<file path="config.mk">
export PLATFORM = sky130hd
export DESIGN_NAME = alu_sequencer
export DESIGN_NICKNAME = d
export VERILOG_FILES = /design/src/rtl/alu_pkg.sv /design/src/rtl/odd_parity16.sv /design/src/rtl/alu_sequencer.sv
export SDC_FILE = /design/constraint.sdc
export NUM_CORES = 1
export LEC_CHECK = 0
export CORE_ASPECT_RATIO = 1.25
export CORE_MARGIN = 2
export CORE_UTILIZATION = 48
export DETAILED_ROUTE_END_ITERATION = 10
export MAX_ROUTING_LAYER = met4
export PLACE_DENSITY_LB_ADDON = 0.25
export SYNTH_ARGS = -nofsm -noshare
export SYNTH_HDL_FRONTEND = slang
export SYNTH_SLANG_ARGS = --single-unit
</file>
<file path="constraint.sdc">
create_clock -name clk -period 4.21 [get_ports clk]
set_input_delay 0.6315 -clock clk [delete_from_list [all_inputs] [get_ports clk]]
set_output_delay 0.6315 -clock clk [all_outputs]
set_load 0.1 [all_outputs]
</file>
<file path="src/rtl/alu_pkg.sv">
// alu_pkg: shared definitions for the ALU sequencer.
//   ALU command codes (AD..DV1), operation-class codes, sequencer state
//   encoding, +0/-0 ones-complement constants and command-selection helpers.
package alu_pkg;

    localparam int unsigned DATA_W = 16;  // operand word: [15:1] data, [0] parity
    localparam int unsigned RES_W  = 15;  // ALU result word
    localparam int unsigned OP_W   = 3;
    localparam int unsigned CMD_W  = 3;

    typedef enum logic [CMD_W-1:0] {
        CMD_AD   = 3'd0,
        CMD_SU   = 3'd1,
        CMD_MASK = 3'd2,
        CMD_MP0  = 3'd3,
        CMD_MP1  = 3'd4,
        CMD_DV0  = 3'd5,
        CMD_DV1  = 3'd6
    } alu_cmd_e;

    typedef enum logic [OP_W-1:0] {
        OP_ADD  = 3'd0,
        OP_SUB  = 3'd1,
        OP_MASK = 3'd2,
        OP_MPY  = 3'd3,
        OP_DIV  = 3'd4
    } op_e;

    typedef enum logic [1:0] {
        ST_IDLE = 2'd0,
        ST_PH0  = 2'd1,
        ST_PH1  = 2'd2,
        ST_FIN  = 2'd3
    } state_e;

    localparam logic [RES_W-1:0] POS_ZERO = 15'h0000;
    localparam logic [RES_W-1:0] NEG_ZERO = 15'h7FFF;

    // First-phase ALU command for a legal operation class.
    function automatic logic [CMD_W-1:0] ph0_cmd(input logic [OP_W-1:0] op);
        case (op)
            OP_SUB:  return CMD_SU;
            OP_MASK: return CMD_MASK;
            OP_MPY:  return CMD_MP0;
            OP_DIV:  return CMD_DV0;
            default: return CMD_AD;
        endcase
    endfunction

    // Second-phase ALU command; only MPY and DIV have one.
    function automatic logic [CMD_W-1:0] ph1_cmd(input logic [OP_W-1:0] op);
        return (op == OP_MPY) ? CMD_MP1 : CMD_DV1;
    endfunction

endpackage

</file>
<file path="src/rtl/odd_parity16.sv">
// odd_parity16: combinational odd-parity checker over a 16-bit word.
//   data  in  16  word to check
//   ok_c  out 1   high when the word has an odd number of ones
// Built only when ALU_SEQ_PARITY_EN is defined.
`ifdef ALU_SEQ_PARITY_EN
module odd_parity16
    import alu_pkg::*;
(
    input  logic [DATA_W-1:0] data,
    output logic              ok_c
);

    assign ok_c = ^data;

endmodule
`endif

</file>
<file path="src/rtl/alu_sequencer.sv">
// alu_sequencer: accepts one arithmetic request at a time, checks operands,
// drives the ones-complement ALU through one (AD/SU/MASK) or two (MP0/MP1,
// DV0/DV1) phases of ALU_LAT cycles each and captures the result pair.
//   clk, reset            clock, synchronous active-high reset
//   req, op, opnd_a/b     request strobe, op class, operands ([0] = parity)
//   ack, busy, done       accept pulse, in-progress level, completion pulse
//   res_hi, res_lo        captured results, held until the next ack
//   parity_err, div_zero, illegal_op   error flags, valid with done
//   alu_a, alu_b, alu_cmd, alu_res     ALU operand/command/result ports
// Optional: ALU_SEQ_PARITY_EN enables odd-parity checking of both operands.
module alu_sequencer
    import alu_pkg::*;
#(
    parameter int unsigned ALU_LAT = 1
) (
    input  logic              clk,
    input  logic              reset,
    input  logic              req,
    input  logic [OP_W-1:0]   op,
    input  logic [DATA_W-1:0] opnd_a,
    input  logic [DATA_W-1:0] opnd_b,
    output logic              ack,
    output logic              busy,
    output logic              done,
    output logic [RES_W-1:0]  res_hi,
    output logic [RES_W-1:0]  res_lo,
    output logic              parity_err,
    output logic              div_zero,
    output logic              illegal_op,
    output logic [DATA_W-1:0] alu_a,
    output logic [DATA_W-1:0] alu_b,
    output logic [CMD_W-1:0]  alu_cmd,
    input  logic [RES_W-1:0]  alu_res
);

    localparam int unsigned      CNT_W    = 2;
    localparam logic [CNT_W-1:0] LAST_CNT = CNT_W'(ALU_LAT - 1);

    state_e             state, state_d;
    logic [OP_W-1:0]    op_q, op_d;
    logic [CNT_W-1:0]   cnt, cnt_d;
    logic               ack_d, busy_d, done_d;
    logic               parity_err_d, div_zero_d, illegal_op_d;
    logic [RES_W-1:0]   res_hi_d, res_lo_d;
    logic [DATA_W-1:0]  alu_a_d, alu_b_d;
    logic [CMD_W-1:0]   alu_cmd_d;
    logic               parity_fail_c;
    logic               seq_end;

    // Operand parity check (odd parity over all 16 bits of each operand).
`ifdef ALU_SEQ_PARITY_EN
    logic a_ok_c, b_ok_c;
    odd_parity16 u_par_a (.data(opnd_a), .ok_c(a_ok_c));
    odd_parity16 u_par_b (.data(opnd_b), .ok_c(b_ok_c));
    assign parity_fail_c = !(a_ok_c && b_ok_c);
`else
    assign parity_fail_c = 1'b0;
`endif

    // Next-state and next-output logic.
    always_comb begin
        state_d      = state;
        op_d         = op_q;
        cnt_d        = cnt;
        ack_d        = 1'b0;
        busy_d       = (state != ST_IDLE);
        done_d       = 1'b0;
        parity_err_d = parity_err;
        div_zero_d   = div_zero;
        illegal_op_d = illegal_op;
        res_hi_d     = res_hi;
        res_lo_d     = res_lo;
        alu_a_d      = alu_a;
        alu_b_d      = alu_b;
        alu_cmd_d    = alu_cmd;
        seq_end      = 1'b0;

        unique case (state)
            ST_IDLE: begin
                alu_cmd_d = CMD_AD;
                alu_a_d   = '0;
                alu_b_d   = '0;
                if (req) begin
                    ack_d        = 1'b1;
                    busy_d       = 1'b1;
                    op_d         = op;
                    cnt_d        = '0;
                    parity_err_d = 1'b0;
                    div_zero_d   = 1'b0;
                    illegal_op_d = 1'b0;
                    if (op > OP_DIV) begin
                        illegal_op_d = 1'b1;
                        state_d      = ST_FIN;
                    end else if (parity_fail_c) begin
                        parity_err_d = 1'b1;
                        state_d      = ST_FIN;
                    end else if (op == OP_DIV &&
                                 (opnd_b[15:1] == POS_ZERO || opnd_b[15:1] == NEG_ZERO)) begin
                        div_zero_d = 1'b1;
                        state_d    = ST_FIN;
                    end else begin
                        state_d   = ST_PH0;
                        alu_cmd_d = ph0_cmd(op);
                        alu_a_d   = opnd_a;
                        alu_b_d   = opnd_b;
                    end
                end
            end
            ST_PH0: begin
                if (cnt == LAST_CNT) begin
                    res_hi_d = alu_res;
                    cnt_d    = '0;
                    if (op_q == OP_MPY || op_q == OP_DIV) begin
                        state_d   = ST_PH1;
                        alu_cmd_d = ph1_cmd(op_q);
                    end else begin
                        res_lo_d = '0;
                        seq_end  = 1'b1;
                    end
                end else begin
                    cnt_d = cnt + CNT_W'(1);
                end
            end
            ST_PH1: begin
                if (cnt == LAST_CNT) begin
                    res_lo_d = alu_res;
                    seq_end  = 1'b1;
                end else begin
                    cnt_d = cnt + CNT_W'(1);
                end
            end
            ST_FIN: seq_end = 1'b1;
            default: state_d = ST_IDLE;
        endcase

        // Completion lands in IDLE so a held req is re-sampled on the edge ending done.
        if (seq_end) begin
            state_d   = ST_IDLE;
            done_d    = 1'b1;
            busy_d    = 1'b1;
            alu_cmd_d = CMD_AD;
            alu_a_d   = '0;
            alu_b_d   = '0;
        end
    end

    // State and output registers.
    always_ff @(posedge clk) begin
        if (reset) begin
            state      <= ST_IDLE;
            op_q       <= '0;
            cnt        <= '0;
            ack        <= 1'b0;
            busy       <= 1'b0;
            done       <= 1'b0;
            parity_err <= 1'b0;
            div_zero   <= 1'b0;
            illegal_op <= 1'b0;
            res_hi     <= '0;
            res_lo     <= '0;
            alu_a      <= '0;
            alu_b      <= '0;
            alu_cmd    <= CMD_AD;
        end else begin
            state      <= state_d;
            op_q       <= op_d;
            cnt        <= cnt_d;
            ack        <= ack_d;
            busy       <= busy_d;
            done       <= done_d;
            parity_err <= parity_err_d;
            div_zero   <= div_zero_d;
            illegal_op <= illegal_op_d;
            res_hi     <= res_hi_d;
            res_lo     <= res_lo_d;
            alu_a      <= alu_a_d;
            alu_b      <= alu_b_d;
            alu_cmd    <= alu_cmd_d;
        end
    end

endmodule
</file>
Yosys cells after proc, flatten, opt, wreduce, memory -nomap -nowiden --
Cells that the tools add are included. Widths: inputs -> output; s select.
Storage, ports and cells: word-level logic and storage cells 90, output and inout port bits 71, register bits after elaboration 77, input port bits 53
Cells by class: order comparisons 1, reduce and logical (&&, ||, !) cells 18, bitwise gates (word level) 1, add/subtract/negate cells 1, muxes and demuxes 40, equal/unequal tests 16
Operators by type and width (count):
- $mux 16 | 6
- $mux 15 | 3
- $pmux 15 s2 | 1
- $mux 2 | 9
- $eq 15x15->1 const B | 1
- $logic_not 15->1 | 1
- $mux 3 | 5
- $ne 2x2->1 const B | 6
- $pmux 3 s4 | 1
- $mux 1 | 11
- $eq 3x2->1 const B | 3
- $reduce_and 4->1 | 2
- $eq 3x3->1 const B | 2
- $pmux 2 s3 | 1
- $pmux 3 s2 | 1
- $reduce_and 3->1 | 2
- $reduce_bool 2->1 | 3
- $eq 2x2->1 const B | 2
- $logic_not 2->1 | 2
- $pmux 2 s2 | 1
- $reduce_and 2->1 | 2
- $reduce_or 2->1 | 2
- $eq 3x1->1 const B | 1
- $gt 3x3->1 const B | 1
- 7 further kinds | 8

Longest topological paths before layout --
depth after elaboration 7, depth in mapped cells 8, mapped depth without buffers 6

Least setup slack after synthesis --
Ideal clock, no wire load.
path type flip-flop to flip-flop, from register state[1], to register alu_a[0], setup time 122 ps, path slack 2342 ps, period minus slack after synthesis 1868 ps, arrival time 1747 ps, stages on the path, launching flop included 9, data required time 4088 ps, buffers on the path 2, path through dfxtp_1 > inv_1 > ha_1 > buf_4 > inv_1 > o311a_1 > o31ai_4 > buf_6 > a21oi_1
On the way: word-level cells in the longest chain between the ends 3, elaborated cells on any way between the ends 6, classes of those cells eq/ne (3); mux (1); reduce/logical (2)
Ends and longest elaborated chain:
- from (decl) | RTL line alu_sequencer.sv:39 | state_e state, state_d;
- from (signal assigned) | RTL line alu_sequencer.sv:165 | state <= state_d;
- $eq 2x2->1 / $eq 2x1->1 (equally long branches) | RTL line alu_sequencer.sv:78 | unique case (state)
- $pmux 1 s3 | RTL line alu_sequencer.sv:78
- $reduce_or 2->1 (no line)
- to (signal assigned) | RTL line alu_sequencer.sv:176 | alu_a <= alu_a_d;
- to (decl) | RTL line alu_sequencer.sv:30 | output logic [DATA_W-1:0] alu_a,
Parallel ways exist; a longest one is shown, timed or not. A chain may end at the register's enable or synchronous reset.

Worst setup path in the final report --
from input opnd_b[7], to register state[1]
On the way: word-level cells in the longest chain between the ends 7, elaborated cells on any way between the ends 8, classes of those cells eq/ne (1); mux (4); reduce/logical (3)
Ends and longest elaborated chain:
- from (decl) | RTL line alu_sequencer.sv:21 | input logic [DATA_W-1:0] opnd_b,
- $eq 15x15->1 / $logic_not 15->1 (equally long branches) | RTL line alu_sequencer.sv:98 | (opnd_b[15:1] == POS_ZERO || opnd_b[15:1] == NEG_ZERO)) begin
- $logic_or 1x1->1 * | RTL line alu_sequencer.sv:98
- $logic_and 1x1->1 * | RTL line alu_sequencer.sv:97 | end else if (op == OP_DIV &&
- $mux 2 * | RTL line alu_sequencer.sv:97
- $mux 2 * | RTL line alu_sequencer.sv:91 | if (op > OP_DIV) begin
- $mux 2 * | RTL line alu_sequencer.sv:83 | if (req) begin
- $pmux 2 s2 * | RTL line alu_sequencer.sv:78
Mark *: on every way between the ends. The rest lies on a longest branch, timed or not. The select of a mux whose other input is x is not followed.

==> results.json <==
{
  "status": "complete, no violations",
  "routed_wl_um": 9343,
  "wl_per_cell_um": 15.65,
  "endpoint_kind": "flip-flop",
  "fin_util_pct": 69.52,
  "ys_seq_area_share_pct": 45.53,
  "critPathMaxFanout": 36,
  "power_density_mw_per_mm2": 691.4,
  "cp_cell_sequence": "clkdlybuf4s50_1 > nand4_1 > or4_1 > and4_1 > nor3_1",
  "setup_tns_ns": 0,
  "final_nets": 562,
  "leakage_nw": 1.588,
  "worst_pin_slew_ns": 1.249,
  "clockBufferDepth": 2,
  "ioPinCount": 124,
  "period_share_pct": 62.72,
  "viasPerCell": 5.876,
  "fp.dieH_um": 97.90,
  "holdWs_ns": 0.4536,
  "placed_cells": 581,
  "place_congestion": 0.7738,
  "cts_buffers": 9,
  "fin_worst_skew_ns": 0.008317,
  "synth_top_area_cell": "dfxtp_1",
  "async_flop_share_pct": 0,
  "required_ns": 4.48,
  "fin_area_sq_mm": 0.004791,
  "min_period_ns": 2.641,
  "start_kind": "input port",
  "critical_path_class": "input port to flip-flop",
  "hold_path.class": "flip-flop to flip-flop",
  "slowest_delay_ns": 1.10,
  "synth_area_sq_mm": 0.003386,
  "syn2layout_area_growth_pct": 41.50,
  "ys_seq_elements": 77,
  "port-buffer-count": 122,
  "worstPathArrival_ns": 2.91,
  "core_area_sq_mm": 0.006892,
  "clock_latency_ns": 0.35,
  "rr_worst_depth": 6,
  "ff2ff_setup_slack_ns": 1.72,
  "drc": 0,
  "setup_viol": 0,
  "num_rows": 34,
  "fmax_ghz": 0.3787,
  "drt_iter0_drc": 248,
  "fill_cells": 583,
  "rsz0062_at_grt": "no",
  "place_area_sq_mm": 0.004599,
  "synth_edf_count": 0,
  "synth_cell_types": 40,
  "grtUsageTotal_pct": 24.32,
  "maxCapViolCount": 0,
  "design.die.area_sq_mm": 0.007746,
  "finalHoldViolations": 0,
  "clk_pin_slew_ns": 0.08,
  "cts_tree": "built",
  "vias": 3508,
  "clockRootBuffer": "clkbuf_8",
  "cpMaxStageDelayCell": "or4_1",
  "avgSynthCellArea_sq_um": 8.422,
  "final_layout_size_suffix_gt1_share_pct": 5.325,
  "h-tree-depth": 3,
  "antenna_found_initial": 0,
  "synth_ff_type": "dfxtp_1",
  "globalRouteOverflowTotal": 0,
  "drv_slew": 0,
  "irDropWorstVdd_uv": 362.8,
  "initial_utilization_pct": 49.13,
  "hold_depth": 2,
  "cts.repair.resized": 0,
  "grt_pass1_wl_um": 14970,
  "die_w_um": 79.12,
  "dp_hpwl_um": 6292,
  "yosys_warnings": 0,
  "synth_nets": 462,
  "drt_pass1_iterations": 5,
  "grt_max_degree": 42,
  "final_cells": 597,
  "grt_pass1_vias": 3212,
  "post_cts_buffers": 0,
  "n_antenna_cell": 0,
  "synth_area_leaders": "dfxtp_1, a21oi_1, nand4_1, a22oi_1, nand2_1",
  "ant_nets": 0,
  "relSlewSlack_pct": 16.71,
  "synthCells": 402,
  "clock_sinks": 77,
  "ctsHoldBuffers": 0,
  "synth_top_cell_area_share_pct": 45.53
}
## metal layers
layer | vias to the layer above | global-route usage (%) | part of all wire, %
met2 | 148 | 39.44 | 50
met5 | - | - | 0
met4 | 0 | 9.947 | 2.0
met3 | 19 | 4.713 | 7.3
li1 | 1690 | - | -
met1 | 1651 | 29.49 | 41
## metrics by stage
step / setup WS, ns / total power [mW]
floorplan: 2.342 / 2.357
global placement: 1.266 / 2.742
detailed placement: 1.242 / 2.772
CTS: 1.610 / 3.322
global route: 1.426 / 3.466
finish: 1.569 / 3.312
## area by class of cell
class / instances / area, sq um / share of cell area, %
clock buffers: 10 / 127.6 / 2.664
clock inverters: 6 / 63.81 / 1.332
inverters: 13 / 48.80 / 1.019
multi-input cells: 273 / 1630 / 34.03
flip-flops and latches: 77 / 1541 / 32.18
well taps: 90 / 112.6 / 2.350
repair buffers: 128 / 1266 / 26.43
## worst paths after layout
kind                                 to             startpoint
setup / recovery  state[1]$_SDFFE_PP0P_              opnd_b[7]
setup reg to reg  state[0]$_SDFFE_PP0P_    cnt[0]$_SDFFE_PP0P_
hold / removal    div_zero$_SDFFE_PP0P_  div_zero$_SDFFE_PP0P_
hold reg to reg   div_zero$_SDFFE_PP0P_  div_zero$_SDFFE_PP0P_
## placed cells by master (no fill, tap or decap), types with 3 or more instances in the layout
| cell type | count |
|---|---|
| dfxtp_1 | 77 |
| a21oi_1 | 70 |
| ha_1 | 7 |
| buf_4 | 6 |
| a22oi_1 | 33 |
| a31oi_1 | 3 |
| nand2_1 | 41 |
| nand2b_1 | 3 |
| clkbuf_8 | 9 |
| nand3_1 | 7 |
| inv_1 | 13 |
| nand4_1 | 49 |
| clkdlybuf4s50_1 | 122 |
| o21ai_0 | 16 |
| nor3_1 | 3 |
| nor2_1 | 10 |
| nor4_1 | 3 |
## cells in the mapped netlist, types with 3 or more instances
library cell   n
nand2_1       41
ha_1           7
o21ai_0       16
clkbuf_1      29
nor4_1         3
nand3_1        7
nand2b_1       3
a22oi_1       33
nand4_1       49
nor3_1         3
dfxtp_1       77
inv_1         13
a31oi_1        3
a21oi_1       70
nor2_1        11
buf_2          5
buf_6          3
## flip-flops by register name, indices dropped and copies added, names as in the netlist
register	count
alu_a	16
alu_b	16
res_hi	15
res_lo	15
alu_cmd	3
op_q	3
cnt	2
state	2
ack	1
busy	1
div_zero	1
done	1
illegal_op	1
## critical path: cells and delay by family
kind,cells,cell delay [ns]
buf+inv,1,0.53
simple gates,4,1.75
## where the power goes
group	internal (mW)	leakage [nW]	switching, mW
Sequential	0.856	0.626	0.0733
Combinational	0.457	0.870	1.38
Clock	0.273	0.0923	0.277
Total	1.59	1.59	1.73
## cell families after synthesis
logic type	after synthesis	share of synthesized area, %
flops	77	45.53
buf+inv	52	6.836
other cells	1	0.1108
compound gates	136	24.54
fa+ha+maj	7	2.587
simple gates	129	20.40
(Power assumes the default switching activity.)
